**config.mk**
```make
export PLATFORM = sky130hd
export DESIGN_NAME = seg_scan_driver
export DESIGN_NICKNAME = d
export VERILOG_FILES = /design/src/rtl/seg_scan_driver.sv
export SDC_FILE = /design/constraint.sdc
export NUM_CORES = 1
export LEC_CHECK = 0
export BUFFER_PORTS_ARGS = -buffer_cell sky130_fd_sc_hd__buf_2
export CAP_MARGIN = 20
export CORE_ASPECT_RATIO = 0.6
export CORE_UTILIZATION = 42
export CTS_CLUSTER_SIZE = 24
export DETAILED_ROUTE_END_ITERATION = 16
export HOLD_SLACK_MARGIN = 0.08
export PLACE_DENSITY = 0.66
export RECOVER_POWER = 50
export SYNTH_ARGS = -nofsm -noshare
export SYNTH_HDL_FRONTEND = slang
export SYNTH_SLANG_ARGS = --single-unit
```
**constraint.sdc**
```tcl
create_clock -name clk -period 4.8 [get_ports clk]
set_input_delay 0.48 -clock clk [delete_from_list [all_inputs] [get_ports clk]]
set_output_delay 0.48 -clock clk [all_outputs]
set_load 0.01 [all_outputs]
```
**src/rtl/seg_scan_driver.sv**
```systemverilog
// seg_scan_driver
//   Time-multiplexed scan driver for a bank of common-anode 7-segment digits.
//   Segment patterns are double-buffered. A load strobe fills the pending
//   buffer. The active buffer is refreshed only at a frame boundary or when
//   en rises, so the display never tears. A dark gap before each digit
//   suppresses ghosting.
//
//   state | meaning
//   BLANK | all digits dark, counting out the gap before digit_idx
//   ON    | digit digit_idx lit with its active pattern
//
// Ports
//   clk        in   system clock, rising edge
//   rst        in   asynchronous reset, active-high
//   en         in   scan enable, 0 = display dark
//   load       in   1-cycle strobe, captures seg_in into the pending buffer
//   seg_in     in   8*NDIG packed patterns, digit k = seg_in[8k+7:8k], active-low
//   seg_out    out  segment drive, active-low
//   an_n       out  digit enables, active-low, at most one bit low
//   digit_idx  out  digit currently selected
//   frame_done out  high during the final ON cycle of the last digit
//   pending    out  loaded data not yet committed to the display
module seg_scan_driver #(
  parameter int NDIG      = 8,
  parameter int ON_CYC    = 1000,
  parameter int BLANK_CYC = 16
) (
  input  logic                    clk,
  input  logic                    rst,
  input  logic                    en,
  input  logic                    load,
  input  logic [8*NDIG-1:0]       seg_in,
  output logic [7:0]              seg_out,
  output logic [NDIG-1:0]         an_n,
  output logic [$clog2(NDIG)-1:0] digit_idx,
  output logic                    frame_done,
  output logic                    pending
);

  localparam int IW   = $clog2(NDIG);
  localparam int CMAX = (ON_CYC > BLANK_CYC) ? ON_CYC : BLANK_CYC;
  localparam int CW   = $clog2(CMAX + 1);

  // Phase timers count down to zero, so each phase is entered with length-1.
  localparam logic [CW-1:0] ON_LD  = CW'(ON_CYC - 1);
  localparam logic [CW-1:0] BLK_LD = CW'((BLANK_CYC > 0) ? BLANK_CYC - 1 : 0);
  localparam logic [IW-1:0] LAST   = IW'(NDIG - 1);

  typedef enum logic {ST_BLANK, ST_ON} state_t;

  state_t              state, state_nxt;
  logic [CW-1:0]       cnt, cnt_nxt;
  logic [IW-1:0]       idx_nxt;
  logic                en_q;
  logic                commit;
  logic [8*NDIG-1:0]   pend_buf, pend_nxt;
  logic [8*NDIG-1:0]   act_buf, act_nxt;
  logic                pending_nxt;
  logic [7:0]          seg_nxt;
  logic [NDIG-1:0]     an_nxt;
  logic                frame_nxt;

  always_ff @(posedge clk or posedge rst) begin
    if (rst) begin
      state      <= ST_BLANK;
      cnt        <= '0;
      digit_idx  <= '0;
      en_q       <= 1'b0;
      pend_buf   <= '1;
      act_buf    <= '1;
      pending    <= 1'b0;
      seg_out    <= 8'hFF;
      an_n       <= '1;
      frame_done <= 1'b0;
    end else begin
      state      <= state_nxt;
      cnt        <= cnt_nxt;
      digit_idx  <= idx_nxt;
      en_q       <= en;
      pend_buf   <= pend_nxt;
      act_buf    <= act_nxt;
      pending    <= pending_nxt;
      seg_out    <= seg_nxt;
      an_n       <= an_nxt;
      frame_done <= frame_nxt;
    end
  end

  always_comb begin
    state_nxt   = state;
    cnt_nxt     = cnt;
    idx_nxt     = digit_idx;
    commit      = 1'b0;
    act_nxt     = act_buf;
    pend_nxt    = pend_buf;
    pending_nxt = pending;
    seg_nxt     = 8'hFF;
    an_nxt      = '1;
    frame_nxt   = 1'b0;

    if (!en) begin
      state_nxt = ST_BLANK;
      cnt_nxt   = '0;
      idx_nxt   = '0;
    end else if (!en_q) begin
      // Restart: fresh data, then the gap ahead of digit 0.
      commit  = 1'b1;
      idx_nxt = '0;
      if (BLANK_CYC == 0) begin
        state_nxt = ST_ON;
        cnt_nxt   = ON_LD;
      end else begin
        state_nxt = ST_BLANK;
        cnt_nxt   = BLK_LD;
      end
    end else begin
      case (state)
        ST_BLANK: begin
          if (cnt == '0) begin
            state_nxt = ST_ON;
            cnt_nxt   = ON_LD;
          end else begin
            cnt_nxt = cnt - 1'b1;
          end
        end
        default: begin
          if (cnt == '0) begin
            if (digit_idx == LAST) begin
              idx_nxt = '0;
              commit  = 1'b1;
            end else begin
              idx_nxt = digit_idx + 1'b1;
            end
            if (BLANK_CYC == 0) begin
              state_nxt = ST_ON;
              cnt_nxt   = ON_LD;
            end else begin
              state_nxt = ST_BLANK;
              cnt_nxt   = BLK_LD;
            end
          end else begin
            cnt_nxt = cnt - 1'b1;
          end
        end
      endcase
    end

    // Commit takes pend_buf as it was before this cycle's load, so a load on
    // a commit cycle waits for the following boundary.
    if (commit) begin
      act_nxt     = pend_buf;
      pending_nxt = 1'b0;
    end
    if (load) begin
      pend_nxt    = seg_in;
      pending_nxt = 1'b1;
    end

    // Outputs are driven from next-state values so seg_out and an_n always
    // change together on the same edge.
    if (state_nxt == ST_ON) begin
      an_nxt[idx_nxt] = 1'b0;
      seg_nxt         = act_nxt[{idx_nxt, 3'b000} +: 8];
      frame_nxt       = (idx_nxt == LAST) && (cnt_nxt == '0);
    end
  end

endmodule

```
==> results_dict.tcl, run 1 <==
set metrics [dict create \
    grt_overflow_total 0 \
    dr.pass1.iters 7 \
    clock_path_buffers 2 \
    slew_headroom_pct -45.36 \
    antenna_left 0 \
    crit_type "in2reg" \
    avgSynthCellArea_um2 11.53 \
    antenna_found_initial 0 \
    utilization_pct 49.84 \
    cts_htree_levels 4 \
    hpwl_mm 13.17 \
    grt_pass1_vias 5476 \
    skew_ns 0.01344 \
    min_to "pend_buf[1]$_DFFE_PP1P_" \
    cts_hold_buf 0 \
    rsz0062_at_grt "false" \
    area_growth_pct 15.42 \
    post_cts_resized 0 \
    grt_util_all_layers_pct 20.60 \
    hold_violations 0 \
    cts_sinks 161 \
    hold_path_class "in2reg" \
    cts_setup_buffers 0 \
    violations "capacitance limit, slew limit" \
    timing.rr.end "seg_out[4]$_DFF_PP1_" \
    tightest_slew_ns 2.168 \
    finalSetupTns_ns 0 \
    max_freq_ghz 0.2824 \
    syn-num-nets 754 \
    num_rows 38 \
    min_from "seg_in[1]" \
    place_area_um2 8426 \
    r2r_slack_ns 1.28 \
    drt_wl_total_mm 18.78 \
    fp.dieW_um 178.6 \
    clk_pin_slew_worst_paths_ns 0.08 \
    crit_path_end_kind "flop" \
    dieArea_um2 19290 \
    holdPathStages 2 \
    max_cap_violations 3 \
    stdcell_area_um2 9075 \
    p_per_area_nw_per_um2 394.5 \
    nNetsFinal 809 \
    synth_warnings 0 \
    path_max_fanout 40 \
    cp.required_ns 5.13 \
    ys_async_sr_fraction_pct 100.0 \
    grt_pass1_wl_mm 30.09 \
    post-route-period-util_pct 73.76 \
    cts_tree "yes" \
    syn_area_um2 7863 \
    p_total_mw 3.580 \
    reg2reg_from "cnt[4]$_DFF_PP0_" \
    io_pins 89 \
    clk_latency_ns 0.43 \
    initial_core_util_pct 43.18 \
    slew_viol_final 126 \
    place_congestion 0.8489 \
    ys_ff_latch 161 \
    via_per_inst 5.792 \
    p_leak_nw 3.948 \
    core_area_um2 18210 \
    port_buffers 88 \
    drc 0 \
    die-height_um 108.0 \
    status "finished, violations left" \
    hold_slack_ns 0.2755 \
    rr_worst_depth 7 \
    synth_edf_count 0 \
    n_fill_cell 1596 \
    cp-start-kind "primary input" \
    n_antenna_cell 0 \
    fin_crit_ns 3.541 \
    peakVddDrop_mv 0.2413 \
    cts_buffers 17 \
    ctsRootBufferMaster "clkbuf_16" \
    layout-drive-gt1-share_pct 49.20 \
    ys_seq_area_share_pct 53.53 \
    finalSetupViolCount 0 \
    dr_total_vias 5734 \
    synth_ff_type "dfstp_2" \
    grt_max_degree 60 \
    worstPathArrival_ns 3.87 \
    synthCells 682 \
    wire_per_inst_um 18.97 \
    drt_iter0_markers 386 \
    yosysUniqueCellTypes 49 \
]
synthesized netlist by cell type (2+ instances only):
library cell,instances,area share [%]
dfrtp_1,17,5.4
o31ai_1,2,0.19
a22oi_1,2,0.19
a21o_1,3,0.29
a21oi_1,7,0.45
or3b_2,2,0.22
nand2_1,68,3.2
a211oi_1,5,0.48
mux2_4,7,1.3
buf_1,3,0.14
xnor2_1,4,0.45
buf_2,12,0.76
buf_6,2,0.29
a31oi_1,36,2.9
ha_1,4,0.64
or4_1,3,0.29
mux2_2,78,11
nor2_1,10,0.48
or4_4,2,0.29
and3_1,5,0.40
nand3_1,3,0.19
dfstp_2,144,48
clkbuf_1,47,2.2
a221oi_1,7,0.78
o41ai_1,32,3.6
mux2i_1,38,4.8
o22ai_1,8,0.64
nand4_1,32,2.5
nor4_1,3,0.24
nand3b_1,34,3.2
or3_1,2,0.16
o21ai_0,2,0.13
inv_1,38,1.8
nor3_1,5,0.32
cell type report:
type	count	area [um^2]	area share [%]
clock buffer	17	425.4	4.688
clock inverter	15	180.2	1.985
inverter	38	143.9	1.586
multi-input combinational	419	3253	35.85
sequential	161	4209	46.38
tap	240	300.3	3.309
timing repair buffer	100	563.0	6.204
stage by stage:
step	cells	setup slack [ns]
global placement	956	1.422
finish	990	1.259
global route	990	0.9402
detailed placement	956	1.302
floorplan	682	0.2100
CTS	988	1.290
flip-flops by register name, summed over array words and instances (netlist names):
signal / count
digit_idx: 3
an_n: 8
en_q: 1
state: 1
cnt: 10
pending: 1
seg_out: 8
act_buf: 64
pend_buf: 64
frame_done: 1
per-layer routing:
layer  track usage, %  part of all wire [%]
met5                0                     0
met4            6.719                   1.6
met3            4.325                   6.1
met2            28.71                    42
met1            31.51                    50
logic make-up after synthesis:
group,share of synthesized area [%]
buf+inv,5.251
compound gates,10.22
fa+ha+maj,0.6366
mux,17.35
simple gates,12.46
flops,53.53
xor+xnor,0.5569
cell usage in the layout (no fill, tap or decap), types with 3 or more instances in the layout:
cell type	n
inv_6	5
nand3_1	3
a31oi_1	36
o22ai_1	8
nor4_1	3
xnor2_1	4
nand3b_1	34
a21oi_1	7
ha_1	4
o41ai_1	32
nand4_1	32
inv_8	6
a211oi_1	5
mux2_4	7
nor3_1	5
nand2_1	68
inv_1	37
a21o_1	3
and3_1	5
nor2_1	10
buf_4	8
clkbuf_16	17
dfstp_2	144
mux2i_1	37
dfrtp_1	17
buf_2	86
or4_1	3
mux2_2	78
a221oi_1	7
worst max path at each step:
stage,start,end,slack [ns],cells past startpoint
after floorplan,rst,cnt[0]$_DFF_PP0_,0.21,1
after global placement,cnt[4]$_DFF_PP0_,seg_out[4]$_DFF_PP1_,1.42,7
after detailed placement,state$_DFF_PP0_,seg_out[4]$_DFF_PP1_,1.30,7
after CTS,state$_DFF_PP0_,seg_out[4]$_DFF_PP1_,1.29,7
after global routing,en,seg_out[6]$_DFF_PP1_,0.94,7
final,en,seg_out[6]$_DFF_PP1_,1.26,7
worst max-delay path: stages:
cell,delay (ns)
clkbuf_1,1.13
buf_4,0.49
nand2b_1,0.43
nand2_1,0.71
a211oi_1,0.20
o21a_1,0.21
a211oi_1,0.19
where the power goes:
part           internal [mW]  leakage [nW]  switching [mW]
Combinational          0.204          1.91           0.273
Sequential              1.61          1.74          0.0939
Clock                  0.753         0.301           0.641
No activity file was read; power rests on OpenSTA's default activity.
==> run 2: changes to the inputs <==
Settings changed: PLACE_DENSITY 0.66 to 0.64.
Clock period 4.8 ns to 3.3 ns, I/O delays scaled along.
==> run 2 against run 1 <==
  * The run still ends with capacitance limit, slew limit left
  * Largest power group unchanged
  * Hold slack worse by 0.14 ns
  * Utilization is 0.17 points lower
  * Clock skew is 0.0050 ns lower
  * Global-route usage is 0.32 points higher
  * First-iteration DRC count is 8.5% higher
  * Highest routed layer unchanged
  * Largest cell class unchanged
  * Critical path depth stayed put
  * Flip-flop and latch count stayed put
==> results_dict.tcl, run 2 (same netlist as run 1, synthesis figures left out) <==
set metrics [dict create \
    dr_total_vias 5699 \
    n_antenna_cell 0 \
    register_area_um2 4209 \
    hold_path_class "in2reg" \
    stdcell_area_um2 9044 \
    cts_tree "yes" \
    wire_per_inst_um 19.12 \
    fp.dieW_um 178.6 \
    die-height_um 108.0 \
    ctsRootBufferMaster "clkbuf_16" \
    initial_core_util_pct 43.18 \
    place_congestion 0.9062 \
    finalSetupViolCount 0 \
    dr.pass1.iters 5 \
    slew_viol_final 104 \
    num_rows 38 \
    area_growth_pct 15.02 \
    clock_path_buffers 2 \
    cts_htree_levels 4 \
    crit_path_end_kind "flop" \
    crit_type "reg2reg" \
    largestRegisters "act_buf: 64 flops, pend_buf: 64 flops, cnt: 10 flops" \
    fin_crit_ns 3.071 \
    dieArea_um2 19290 \
    multi_input_area_um2 3262 \
    antenna_left 0 \
    cts_setup_buffers 0 \
    io_pins 89 \
    status "finished, violations left" \
    finalSetupTns_ns 0 \
    drc 0 \
    antenna_found_initial 0 \
    grt_max_degree 78 \
    path_max_fanout 37 \
    skew_ns 0.008454 \
    rsz0062_at_grt "false" \
    cp.required_ns 3.63 \
    cp-start-kind "flop" \
    grt_overflow_total 0 \
    slew_headroom_pct -11.44 \
    cts_buffers 17 \
    drt_iter0_markers 419 \
    p_leak_nw 3.908 \
    clk_latency_ns 0.43 \
    layout_commonest_cell "dfstp_2" \
    nNetsFinal 818 \
    place_area_um2 8537 \
    grt_pass1_vias 5543 \
    p_per_area_nw_per_um2 559.5 \
    hpwl_mm 13.61 \
    n_fill_cell 1653 \
    max_cap_violations 2 \
    tightest_slew_ns 1.672 \
    port_buffers 88 \
    violations "capacitance limit, slew limit" \
    peakVddDrop_mv 0.3874 \
    worstPathArrival_ns 3.40 \
    via_per_inst 5.705 \
    layout-drive-gt1-share_pct 46.51 \
    cts_sinks 161 \
    grt_pass1_wl_mm 30.35 \
    grt_util_all_layers_pct 20.91 \
    drt_wl_total_mm 19.10 \
    max_freq_ghz 0.3257 \
    p_total_mw 5.060 \
    hold_violations 0 \
    layout_common_cells "144 x dfstp_2, 78 x mux2_2, 68 x nand2_1, 66 x buf_2" \
    core_area_um2 18210 \
    post-route-period-util_pct 93.05 \
    clk_pin_slew_worst_paths_ns 0.07 \
]
==> run 2: changes by cell type in the layout (fill, tap and decap cells not counted), sizes merged <==
cell         before  now
buf              96   81
clkinvlp          1    3
bufinv            1    0
dlygate4sd3       0    1
clkbuf           21   46
inv              49   46
==> run 2: timing repair <==
action	CTS	global route
endpoints found under the hold margin	2	0
setup endpoints to repair	0	1
hold buffers	1	0
gates resized for setup	0	1
==> run 2: routing by layer <==
metal  routed length (um)  global-route usage, %  vias to the layer above  part of all wire, %
li1                     -                      -                     2632                    -
met4                  128                  4.903                        0                 0.67
met2                 8064                  28.93                      158                   42
met1                 9730                  31.79                     2897                   51
met5                    0                      0                        -                    0
met3                 1176                  6.048                       12                  6.2
==> run 2: final cells by class <==
| type | instances | share of cell area (%) |
|---|---|---|
| Multi-Input combinational cell | 419 | 36.07 |
| Tap cell | 240 | 3.320 |
| Inverter | 38 | 1.591 |
| Clock inverter | 13 | 1.259 |
| Clock buffer | 19 | 4.898 |
| Timing Repair Buffer | 109 | 6.323 |
| Sequential cell | 161 | 46.54 |
==> run 2: worst max-delay path: stages, from the launching register on <==
cell,delay [ns]
dfrtp_1,0.45
or4_4,0.70
nor4_4,0.35
mux2i_4,0.38
buf_12,0.29
mux2i_1,0.38
o22ai_1,0.16
a221oi_1,0.24
==> run 2: power breakdown <==
part / internal [mW] / switching [mW] / leakage, nW
Sequential: 2.35 / 0.144 / 1.74
Combinational: 0.302 / 0.395 / 1.90
Clock: 1.01 / 0.861 / 0.269
Total: 3.66 / 1.40 / 3.91
==> run 2: worst paths after layout <==
check                                           start  slack (ns)  cells past startpoint                       end
worst min register to register  act_buf[39]$_DFF_PP1_        0.45                      2     act_buf[39]$_DFF_PP1_
worst max register to register       cnt[4]$_DFF_PP0_        0.23                      7      seg_out[5]$_DFF_PP1_
max in group asynchronous                         rst        0.67                      4           state$_DFF_PP0_
min in group asynchronous                         rst        0.85                      3          cnt[0]$_DFF_PP0_
worst min-delay path                       seg_in[50]        0.13                      2  pend_buf[50]$_DFFE_PP1P_
worst max-delay path                 cnt[4]$_DFF_PP0_        0.23                      7      seg_out[5]$_DFF_PP1_
==> run 2: metrics by stage <==
step / hold WS, ns / worst slack [ns] / std cells / utilization, %
floorplan: 0.3614 / 0.3262 / 682 / -
global placement: 0.4408 / 0.2505 / 966 / 46.88
detailed placement: 0.4443 / 0.1526 / 966 / 46.88
CTS: 0.1178 / 0.1485 / 999 / 49.99
global route: 0.1105 / 0.08627 / 999 / 49.66
finish: 0.1311 / 0.2294 / 999 / 49.66
